File: src/rtl/clefia_sbox_seq.sv
// clefia_sbox_seq
// Time-shares one external SBOX0/SBOX1 lookup slot across the four bytes of a
// 32-bit CLEFIA F-function word (T input, already round-key xored).
//
// Ports:
//   clk, rst            clock (rising edge), synchronous active-high reset
//   in_valid/in_ready   request handshake; in_data = T word (T0 = bits 31:24)
//   in_f1               0 = F0 S-box pattern, 1 = F1 S-box pattern
//   s_x                 byte presented to both external S-boxes
//   s0_y, s1_y          SBOX0 / SBOX1 outputs for s_x
//   out_valid/out_ready result handshake; out_data = substituted word
//   busy                high while a word is being processed or held
//
// Parameter MSB_FIRST: 1 issues T0 (bits 31:24) first, 0 issues T3 first.
// Optional macro CLEFIA_SBOX_REG_EN: S-box outputs arrive one cycle after s_x
// (registered ROM); adds one drain cycle to BUSY.
module clefia_sbox_seq #(
  parameter int unsigned MSB_FIRST = 1
) (
  input  logic        clk,
  input  logic        rst,
  input  logic        in_valid,
  output logic        in_ready,
  input  logic [31:0] in_data,
  input  logic        in_f1,
  output logic [7:0]  s_x,
  input  logic [7:0]  s0_y,
  input  logic [7:0]  s1_y,
  output logic        out_valid,
  input  logic        out_ready,
  output logic [31:0] out_data,
  output logic        busy
);

  typedef enum logic [1:0] {
    ST_IDLE = 2'd0,
    ST_BUSY = 2'd1,
    ST_DONE = 2'd2
  } state_t;

`ifdef CLEFIA_SBOX_REG_EN
  localparam logic [2:0] LAST_IDX = 3'd4;  // 4 issue cycles + 1 drain cycle
`else
  localparam logic [2:0] LAST_IDX = 3'd3;
`endif

  state_t          r_state;
  state_t          w_state_nxt;
  logic [2:0]      r_idx;
  logic [3:0][7:0] r_data;
  logic            r_f1;
  logic [3:0][7:0] r_result;

  logic [1:0]      w_t;       // T index (0 = bits 31:24) of the byte issued now
  logic [1:0]      w_lane;    // byte lane of that T index inside the word
  logic            w_issue;
  logic            w_sel_s1;

  // Issue order mapping; the S-box choice below depends only on the T index
  assign w_t      = (MSB_FIRST != 0) ? r_idx[1:0] : ~r_idx[1:0];
  assign w_lane   = ~w_t;
  assign w_issue  = (r_state == ST_BUSY) && !r_idx[2];
  // F0: even T -> S0, odd T -> S1; F1 swaps the pair
  assign w_sel_s1 = w_t[0] ^ r_f1;

  // State register
  always_ff @(posedge clk) begin
    if (rst) begin
      r_state <= ST_IDLE;
    end else begin
      r_state <= w_state_nxt;
    end
  end

  // Next-state logic
  always_comb begin
    w_state_nxt = r_state;
    case (r_state)
      ST_IDLE: if (in_valid)          w_state_nxt = ST_BUSY;
      ST_BUSY: if (r_idx == LAST_IDX) w_state_nxt = ST_DONE;
      ST_DONE: if (out_ready)         w_state_nxt = ST_IDLE;
      default:                        w_state_nxt = ST_IDLE;
    endcase
  end

  // Output decode from registered state and operands
  always_comb begin
    in_ready  = 1'b0;
    out_valid = 1'b0;
    busy      = 1'b1;
    s_x       = 8'h00;
    case (r_state)
      ST_IDLE: begin
        in_ready = 1'b1;
        busy     = 1'b0;
      end
      ST_BUSY: begin
        if (w_issue) s_x = r_data[w_lane];
      end
      ST_DONE: begin
        out_valid = 1'b1;
      end
      default: begin
        busy = 1'b0;
      end
    endcase
  end

  // Request capture and byte index
  always_ff @(posedge clk) begin
    if (rst) begin
      r_idx  <= 3'd0;
      r_data <= '0;
      r_f1   <= 1'b0;
    end else begin
      case (r_state)
        ST_IDLE: begin
          if (in_valid) begin
            r_data <= in_data;
            r_f1   <= in_f1;
            r_idx  <= 3'd0;
          end
        end
        ST_BUSY: begin
          r_idx <= (r_idx == LAST_IDX) ? 3'd0 : r_idx + 3'd1;
        end
        default: ;
      endcase
    end
  end

`ifdef CLEFIA_SBOX_REG_EN
  logic       r_d_valid;
  logic [1:0] r_d_lane;
  logic       r_d_sel_s1;

  // S-box data for the byte issued last cycle lands now; use the delayed select
  always_ff @(posedge clk) begin
    if (rst) begin
      r_d_valid  <= 1'b0;
      r_d_lane   <= 2'd0;
      r_d_sel_s1 <= 1'b0;
      r_result   <= '0;
    end else begin
      r_d_valid  <= w_issue;
      r_d_lane   <= w_lane;
      r_d_sel_s1 <= w_sel_s1;
      if (r_d_valid) begin
        r_result[r_d_lane] <= r_d_sel_s1 ? s1_y : s0_y;
      end
    end
  end
`else
  // S-box data is combinational from s_x; capture it in the issue cycle
  always_ff @(posedge clk) begin
    if (rst) begin
      r_result <= '0;
    end else if (w_issue) begin
      r_result[w_lane] <= w_sel_s1 ? s1_y : s0_y;
    end
  end
`endif

  assign out_data = r_result;

endmodule

File: config.mk
export PLATFORM = sky130hd
export DESIGN_NAME = clefia_sbox_seq
export DESIGN_NICKNAME = d
export VERILOG_FILES = /design/src/rtl/clefia_sbox_seq.sv
export SDC_FILE = /design/constraint.sdc
export NUM_CORES = 1
export LEC_CHECK = 0
export CAP_MARGIN = 20
export CORE_MARGIN = 4
export CORE_UTILIZATION = 49
export DETAILED_ROUTE_END_ITERATION = 10
export PLACE_DENSITY = 0.82
export SETUP_SLACK_MARGIN = 0.05
export SLEW_MARGIN = 25
export SYNTH_ARGS = -nofsm -noshare
export SYNTH_HDL_FRONTEND = slang
export SYNTH_SLANG_ARGS = --single-unit
File: constraint.sdc
create_clock -name clk -period 4 [get_ports clk]
set_input_delay 0.8 -clock clk [delete_from_list [all_inputs] [get_ports clk]]
set_output_delay 0.8 -clock clk [all_outputs]
set_load 0.05 [all_outputs]
==> metrics, run 1 <==
placed inst area=3870 um^2; DRT Pass-1 Iters=6; CP Data Required Time=3.20 ns; FP Rows=27; critical setup path kind=reg -> out; worst setup margin=0.672 ns; count of unresolved DRC violations after routing=0; Starting Density=52.0%; number of antenna repair diodes=0; clock slew at the register clock pins of the worst setup and hold paths=around 0.070 ns; Max Transition Viols Final=0; worst vdd rail ir drop=0.282 mV; overflow left after global routing=0; CTS tree=yes; cell count after synthesis=around 320; Synth Register Bits=70; post-synthesis net count=385; area of all sequential standard cells=approximately 1400 um^2; floorplan die area=7290 um^2; worst r2r path cells=5; GRT Total Usage=21.1%; total number of vias=roughly 2600; share of the yosys chip area belonging to registers=47.7%; Hold WS=0.454 ns; R2R setup slack=1.92 ns; number of H-tree levels=3; vertical die dimension=85.4 um; vias in the first global route=between 2000 and 3000; Async S/R FF share, synth=0%; crit path to=s_x[0]; Hold-fix buffers, CTS=0; Clock Root Buffer=clkbuf_8; Fin. Hold Viols=0; Worst Hold Class=reg -> reg; net total in the final layout=468; Max transition margin=45.3%; wire length per cell=15.0 um; per-instance average area after synthesis=between 9 and 10 um^2; pre-CTS WS=1.06 ns; share of Yosys cell area claimed by the top area cell type=47.7%; synth unique cells=25; maximum fanout encountered on the critical timing path=12; peak clock frequency supported by timing=between 300 and 400 MHz; die width=85.4 um; largest net degree at the start of global routing=47; Fin Setup TNS=0 ns; IO Port Bufs=95; final HPWL from detailed placement=5280 um; area of combinational cells with multiple inputs=around 1400 um^2; number of enable flip-flop cells after synthesis=0; detailed-route wire length=7260 um; outcome=finished, final reports clean; Reg2Reg Capture Point=out_data[21]; antenna violations before repair=0; startpoint of the most critical register-to-register path=r_idx[0]; clk_lat worst skew=about 0.34 ns; TritonCTS sink count=70; sort of element at the end of the critical path=primary output; Inserted Clock Buffers=9; number of setup violations in the final report=0; area of the mapped netlist=between 2000 and 3000 um^2; Layout area overhead=38.6%; count of pins on the block boundary=96; RePlAce Congestion=~0.84; Arr. time, crit path=2.53 ns; Lkg Pwr=1.49 nW; most used standard cells in the synthesized netlist=dfxtp_1, nand2_1, a21oi_1, a211oi_1, nor2_1; Iter 0 DRT Violations=137; cell area after layout=between 4000 and 5000 um^2; Hold Crit Depth=2; via count normalized by instance count=5.29; transition time of the tightest slew-check pin=0.820 ns; warning count from the yosys run=0; Std-Cell Core Area=5640 um^2; Critical Path Start=r_state[1]; time the worst path needs with I/O delays and setup=3.33 ns; post-layout total power=1.83 mW; Power Density=approximately 450 nW/um^2; category of the worst setup path launch point=flip-flop; Core Util, Final=between 70% and 80%; layout cells sized above 1=7.28%; fill count=about 420; setup repair after global routing missed its margin=false; non-filler instance count after layout=484; CTS max path bufs=2; setup clock skew after layout=between 0.008 and 0.009 ns; largest area contributor in the synthesized netlist=dfxtp_1; max-cap violation count=0; PostCTS Resize Cnt=0; postcts setup bufs=0; wire length of the first global-routing pass=12100 um; dominant synthesized flop cell=dfxtp_1; cell types with the largest area share after synthesis=dfxtp_1, nand2_1, a211oi_1; share of the clock period used by the worst path after layout=a little over four fifths; remaining number of nets flagged by the antenna check after routing=0; placed cell count=468
[sequential cells by signal (all words and copies together) (netlist names)]
register	count
r_state	2
r_f1	1
r_idx	3
out_data	32
r_data	32
[where the power goes]
group	switching [mW]	internal (mW)	total [mW]	leakage (nW)
combinational	0.285	0.192	0.477	0.823
sequential	0.0402	0.753	0.793	0.571
clock	0.269	0.289	0.558	0.0956
[area by class of cell]
class	count	area share (%)
Sequential cell	70	34.4
Multi-Input combinational cell	221	34.1
Timing Repair Buffer	98	23.8
Clock buffer	9	3.04
Tap cell	72	2.21
Clock inverter	7	1.78
Inverter	7	0.646
[per-layer routing]
layer  GRT usage, %  vias to the layer above  part of all wire [%]
met3           6.70                       10                   8.0
met1           25.3                     1191                    42
li1               -                     1272                     -
met2           35.1                       88                    49
met5              0                        -                     0
met4           8.49                        0                   1.5
[cells by family after synthesis]
group / count (synthesis) / synth area share [%]
buf+inv: 33 / 5.11
simple gates: 122 / 17.6
mux: 18 / 9.55
fa+ha+maj: 8 / 3.41
compound gates: 72 / 15.6
flops: 70 / 47.7
xor+xnor: 1 / 0.938
[critical path, stage by stage (launching register included)]
cell             delay, ns
dfxtp_1               0.33
inv_1                 0.10
ha_1                  0.38
nand2b_1              0.31
nor2b_1               0.24
clkdlybuf4s50_1       0.83
[cell usage in the layout, fill, tap and decap left out]
| cell type | instances |
|---|---|
| inv_6 | 1 |
| buf_2 | 1 |
| clkinv_2 | 2 |
| xnor2_4 | 1 |
| and2_1 | 1 |
| bufinv_16 | 1 |
| and3b_1 | 4 |
| a211o_1 | 1 |
| nand2_1 | 69 |
| clkdlybuf4s50_1 | 94 |
| a21oi_1 | 35 |
| nor2_1 | 33 |
| dfxtp_1 | 70 |
| inv_1 | 7 |
| nand4_1 | 1 |
| nand2_2 | 1 |
| clkbuf_8 | 9 |
| nand2b_1 | 3 |
| mux2i_1 | 10 |
| buf_4 | 3 |
| nor2b_1 | 9 |
| a32oi_1 | 1 |
| clkinvlp_4 | 2 |
| a221oi_1 | 1 |
| o211a_1 | 1 |
| a211oi_1 | 33 |
| ha_1 | 8 |
| clkinv_4 | 1 |
| mux4_2 | 8 |
| nor3b_1 | 1 |
[how the worst min path moves through the flow]
| stage | startpoint | slack, ns | to |
|---|---|---|---|
| floorplan | r_data[10] | 0.43 | r_data[10] |
| global placement | r_data[7] | 0.44 | r_data[7] |
| detailed placement | r_data[2] | 0.44 | r_data[2] |
| CTS | r_data[2] | 0.45 | r_data[2] |
| global route | r_data[1] | 0.48 | r_data[1] |
| finish | r_data[0] | 0.45 | r_data[0] |
Power figures use the tool's default switching activity.
==> inputs of run 2 (changes only) <==
Settings changed: CORE_UTILIZATION 49 to 46, PLACE_DENSITY 0.82 to 0.77.
Clock period 4 ns to 3.2 ns, I/O delays scaled along.
==> run 2 against run 1 <==
  * Design area rose by 2.0%
  * Largest power group unchanged
  * Worst hold slack improved by 0.0016 ns
  * Clock power increased by 59%
==> metrics, run 2 (synthesis results as in run 1) <==
commonest cells after routing, fill and taps aside=clkdlybuf4s50_1, nand2_1, dfxtp_1; Iter 0 DRT Violations=100 (-27%); CP Data Required Time=2.56 ns (-0.64 ns); leading cell type in the layout, fill and taps excluded=clkdlybuf4s50_1; clock slew at the register clock pins of the worst setup and hold paths=0.08 ns (about the same); max-cap violation count=0 (unchanged); remaining number of nets flagged by the antenna check after routing=0 (unchanged); antenna violations before repair=0 (unchanged); total number of vias=2566 (+0.20%); Starting Density=48.4% (-3.6 points); CTS tree=yes; wire length of the first global-routing pass=11600 um (-4.1%); die width=87.9 um (+2.9%); final HPWL from detailed placement=5320 um (+0.73%); count of unresolved DRC violations after routing=0 (unchanged); wire length per cell=15.1 um (+0.34%); Internal Power=1.73 mW (+40%); GRT Total Usage=19.7% (-1.4 points); TritonCTS sink count=70 (unchanged); Layout area overhead=41.4%; peak clock frequency supported by timing=approximately 330 MHz; net total in the final layout=471 (+0.64%); layout cells sized above 1=7.95% (+0.67 points); number of setup violations in the final report=0 (unchanged); Power Density=598 nW/um^2 (+33%); sort of element at the end of the critical path=primary output; Lkg Pwr=1.54 nW (+3.1%); uppermost metal layer occupied by signal nets=met4; number of H-tree levels=3 (unchanged); number of antenna repair diodes=0 (unchanged); Max transition margin=61.3% (+16 points); FP Rows=28 (+3.7%); Inserted Clock Buffers=9 (unchanged); Fin. Hold Viols=0 (unchanged); setup repair after global routing missed its margin=false; setup clock skew after layout=0.00921 ns (+0.000430 ns); overflow left after global routing=0 (unchanged); pre-CTS WS=0.414 ns (-0.649 ns); Worst Hold Class=reg -> reg; time the worst path needs with I/O delays and setup=3.00 ns; vertical die dimension=87.9 um (+2.9%); Logic pwr share=24.2% (-1.9 points); CTS max path bufs=2 (unchanged); largest net degree at the start of global routing=34 (-28%); floorplan die area=7720 um^2 (+5.9%); worst setup margin=0.199 ns (-0.472 ns); count of pins on the block boundary=96 (unchanged); RePlAce Congestion=0.780 (-6.8%); share of the clock period used by the worst path after layout=between 90% and 100%; DRT Pass-1 Iters=4 (-2); category of the worst setup path launch point=flip-flop; Sw Share=30.3% (-2.3 points); vias in the first global route=2450 (-3.6%); Routed met2 length=3560 um (+0.48%); IO Port Bufs=95 (unchanged); Clock Power Share=35.8% (+5.3 points); postcts setup bufs=0 (unchanged); Std-Cell Core Area=6060 um^2 (+7.4%); critical setup path kind=reg -> out; Max Transition Viols Final=0 (unchanged); clk_lat worst skew=0.34 ns (about the same); detailed route wirelength on metal3=564 um (-2.6%); power dissipated by switching net loads=0.751 mW (+26%); via count normalized by instance count=5.24 (-1.0%); wire length the detailed router placed on met1=3160 um (+4.1%); Flop pwr share=40.0% (-3.4 points); transition time of the tightest slew-check pin=0.579 ns (-0.241 ns); detailed-route wire length=7380 um (+1.6%); worst vdd rail ir drop=0.447 mV (+59%); Clock Root Buffer=clkbuf_8; maximum fanout encountered on the critical timing path=12 (unchanged); Arr. time, crit path=2.36 ns (-0.17 ns); outcome=finished, final reports clean; Fin Setup TNS=0 ns (unchanged)
[run 2: cell count changes in the layout (fill, tap and decap cells not counted), sizes merged]
cell      delta
buf          +3
bufinv       +2
clkbuf       +1
clkinv       -1
clkinvlp     -2
[run 2: layout make-up]
class,instances,area (um^2)
well taps,75,93.8
fillers,479,1910
flip-flops and latches,70,1400
multi-input cells,221,1380
repair buffers,101,991
inverters,7,26.3
clock buffers,10,138
clock inverters,6,116
[run 2: timing repair]
action	in CTS	in global routing
setup endpoints to repair	6	0
resized for setup	1	0
hold endpoints to repair	0	0
hold buffers	0	0
[run 2: worst max-delay path: stages, from the launching register on]
cell and delay [ns]:
dfxtp_1 0.69, mux4_2 0.31, nor2b_1 0.19, clkdlybuf4s50_1 0.83
[run 2: final timing paths]
| kind | from | endpoint | slack, ns | depth (start not counted) |
|---|---|---|---|---|
| worst max-delay path | r_idx[1] | s_x[0] | 0.20 | 3 |
| worst min-delay path | r_data[9] | r_data[9] | 0.46 | 2 |
| worst max register to register | r_idx[1] | out_data[7] | 1.25 | 4 |
| worst min register to register | r_data[9] | r_data[9] | 0.46 | 2 |
[run 2: routing by layer]
metal	vias to the layer above	GRT usage, %
met2	88	32.3
met5	-	0
met3	9	5.64
li1	1281	-
met4	0	7.25
met1	1188	24.7
[run 2: power groups by stage]
stage,combinational [mW],clock [mW],sequential (mW)
after global routing,0.646,0.943,1.00
after CTS,0.604,0.901,0.992
after floorplan,0.331,0,1.08
after detailed placement,0.600,0,1.01
after global placement,0.591,0,1.01
final,0.601,0.890,0.992
[run 2: through the flow]
| step | util, % | power [mW] | hold slack [ns] | instances | cell area (um^2) |
|---|---|---|---|---|---|
| CTS | 68.5 | 2.50 | 0.459 | 490 | 4150 |
| floorplan | - | 1.41 | 0.433 | 324 | 2940 |
| global placement | 64.3 | 1.60 | 0.439 | 474 | 3900 |
| detailed placement | 64.3 | 1.61 | 0.447 | 474 | 3900 |
| global route | 68.5 | 2.59 | 0.477 | 490 | 4150 |
| finish | 68.5 | 2.48 | 0.455 | 490 | 4150 |
==> inputs of run 3 (changes only) <==
Settings changed: CTS_CLUSTER_DIAMETER from default to 60, CTS_CLUSTER_SIZE from default to 20.
==> results of run 3 <==
Same layout as run 2: the final DEF is identical, and so are final timing and power.
